**config.mk**
```make
export PLATFORM = sky130hd
export DESIGN_NAME = bus_sync
export DESIGN_NICKNAME = d
export VERILOG_FILES = /design/src/rtl/pin_wiggler_pkg.sv /design/src/rtl/bus_sync.sv
export SDC_FILE = /design/constraint.sdc
export NUM_CORES = 1
export LEC_CHECK = 0
export BUFFER_PORTS_ARGS = -buffer_cell sky130_fd_sc_hd__buf_4
export CAP_MARGIN = 20
export CORE_UTILIZATION = 48
export CTS_BUF_LIST = sky130_fd_sc_hd__clkbuf_4
export CTS_CLUSTER_DIAMETER = 80
export DETAILED_ROUTE_END_ITERATION = 10
export PLACE_DENSITY = 0.81
export SLEW_MARGIN = 40
export SYNTH_ARGS = -nofsm -noshare
export SYNTH_HDL_FRONTEND = slang
export SYNTH_SLANG_ARGS = --single-unit
```
**constraint.sdc**
```tcl
create_clock -name clk -period 0.8 [get_ports clk]
set_clock_uncertainty 0.1 [all_clocks]
set_input_delay 0.16 -clock clk [delete_from_list [all_inputs] [get_ports clk]]
set_output_delay 0.16 -clock clk [all_outputs]
set_load 0.01 [all_outputs]
```
**src/rtl/pin_wiggler_pkg.sv**
```systemverilog
// Shared types for the pin-wiggler counter and its loopback checker.
// Holds the checker FSM states and the default bus widths.
package pin_wiggler_pkg;

  localparam int DATA_W = 16;
  localparam int ERR_W  = 16;

  typedef enum logic [1:0] {
    IDLE,
    SEARCH,
    LOCKED
  } state_t;

endpackage

```
**src/rtl/bus_sync.sv**
```systemverilog
// Two-flop synchroniser for a WIDTH-bit bus, synchronous reset to 0.
// Ports: clk, reset, d (async bus in), q (synchronised bus out).
module bus_sync
  import pin_wiggler_pkg::*;
#(
  parameter int WIDTH = DATA_W
) (
  input  logic             clk,
  input  logic             reset,
  input  logic [WIDTH-1:0] d,
  output logic [WIDTH-1:0] q
);

  logic [WIDTH-1:0] sync1;

  always_ff @(posedge clk) begin
    if (reset) begin
      sync1 <= '0;
      q     <= '0;
    end else begin
      sync1 <= d;
      q     <= sync1;
    end
  end

endmodule

```
==> results.ini <==
[synthesis]
yosys.area.top_type=dfxtp_1
synth_top_area_share_pct=74.2
syn_inst=67
yosysWarningCount=0
synth_xor_area_share_pct=0
synth.avg_cell_area_um2=12.9
synth_mux_area_share_pct=0
synth_seq_cells=32
synth_top_family_by_area=simple AND/OR/NAND/NOR gates
seq_area_frac_synth_pct=74.2
yosysUniqueCellTypes=3
synth_compound_area_share_pct=0
synthSimpleGateAreaFrac_pct=23.2
synthesis.nets=85
ys_top_cells_by_area=dfxtp_1, nor2b_1, buf_4
synth_fa_ha_area_share_pct=0
synth_area_um2=863

[global_route]
grt_pass1_vias=487
grt_usage_pct=15.0
use_met3_pct=9.80
grtUsageMet1_pct=13.8
grt_pass1_wl_mm=1.90
antenna_found_initial=0
grt-ovfl-total=0
use_met2_pct=23.5
grt_max_degree=33
top_usage_layer=met2

[cells_and_area]
layout_common_cells=nor2b_1, buf_4, dfxtp_1
final_common_cell=nor2b_1
finalNetCount=123
diodes=0
final_cell_count_no_fill=129
fill_cells=111
synthToLayoutAreaGrowth_pct=45.7
fin_area_um2=1260
final_layout_size_suffix_gt1_share_pct=52.4

[outcome]
status=complete, but fails checks
violations=hold timing, setup timing

[routing]
wl_per_cell_um=10.2
drt_iter0_markers=1
drc=0
first_pass_iters=2
viasPerCell=4.19
wirelength_mm=1.32
vias=540
drtAntennaViolNets=0

[timing]
setup_viol=17
rsz0062_at_grt=true
finalCritPeriodShare_pct=128
tns_ns=-3.44
tightestPinTransition_ns=0.283
fmax_ghz=0.978
max_slew_margin_pct=81.1
maxSlewViolCount=0
whs_ns=-0.0573
final.setup.worst_slack_ns=-0.223
hold_viol=15
period_needed_ns=1.02

[clocking]
cts_buffer_depth=2
cts_sinks=32
post-cts-setup-buffers=0
htree_levels=2
clk_latency_ns=0.32
cts_tree=done
numCtsBuffers=5
cts_root_buf=clkbuf_4
path_clk_slew_ns=0.09

[setup_path]
slowest_delay_ns=0.33
path_buf_inv=1
slowest_stage=dfxtp_2
critPathMaxFanout=1
start_kind=flop
path_cells=buf_6
criticalPathCategory=reg -> out
required_ns=0.54
endpoint_kind=output pin
path_delay_family=flip-flops
cp.arrival_ns=0.76

[floorplan]
ios=34
rows=14
core-area_um2=1590
start_util_pct=54.2
die_y_um=44.4
die_w_um=44.4
die-area_um2=1970

[place]
gp_congestion=0.620
dp_cells=121
io_buffers=33
place_hpwl_um=788
post_dp_cell_area_um2=1120

[power]
power_density_nw_per_um2=2200
peakVddDrop_mv=1.47
p_leak_nw=0.557

[run]
maxCapViolations=0

[min_path]
hold_path_class=in -> reg

==> path summary, 6_finish.rpt <==
kind	endpoint	slack (ns)	startpoint	cells after the start
min reg2reg	q[3]	0.34	sync1[3]	1
min	sync1[8]	-0.06	d[8]	2
max reg2reg	q[15]	0.15	sync1[15]	1
max	q[1]	-0.22	q[1]	1
==> synthesized netlist by cell type <==
library cell	instances
buf_4	3
dfxtp_1	32
nor2b_1	32
==> power breakdown <==
part           leakage (nW)  total, mW  internal, mW  switching, mW
combinational         0.254      0.220         0.148         0.0717
clock                0.0315      0.849         0.357          0.492
sequential            0.271       1.69          1.67         0.0212
==> layout make-up <==
cell class | instances | area (µm²) | area share [%]
flip-flops and latches | 32 | 659 | 52.4
clock inverters | 1 | 5.00 | 0.398
repair buffers | 34 | 318 | 25.3
clock buffers | 6 | 45.0 | 3.58
multi-input cells | 32 | 200 | 15.9
well taps | 24 | 30.0 | 2.39
==> repair_timing <==
action,in CTS,in global routing
hold endpoints to repair,16,16
gates resized for setup,24,7
setup endpoints to repair,16,16
==> per-stage QoR <==
step / setup WS, ns / util, % / hold WS [ns] / total power, mW
CTS: -0.237 / 77.7 / -0.0649 / 2.77
global placement: 0.0531 / 70.2 / 0.270 / 1.91
finish: -0.223 / 78.9 / -0.0573 / 2.76
detailed placement: 0.0384 / 70.2 / 0.278 / 1.92
floorplan: 0.209 / - / 0.132 / 1.81
global route: -0.263 / 78.9 / -0.0651 / 2.87
==> sequential cells by signal, summed over array words and instances (netlist names) <==
| signal | count |
|---|---|
| q | 16 |
| sync1 | 16 |
==> logic make-up (layout without fill, tap and decap cells) <==
group                  after synthesis  after routing
buffers and inverters                3             41
and+or+nand+nor                     32             32
DFF                                 32             32
==> per-layer routing <==
| metal | share of wire, % | up-vias |
|---|---|---|
| met4 | 2.7 | 0 |
| met5 | 0 | - |
| met2 | 50 | 23 |
| li1 | - | 275 |
| met3 | 6.3 | 5 |
| met1 | 41 | 237 |
Note: power is estimated with default switching activity, not from simulation.
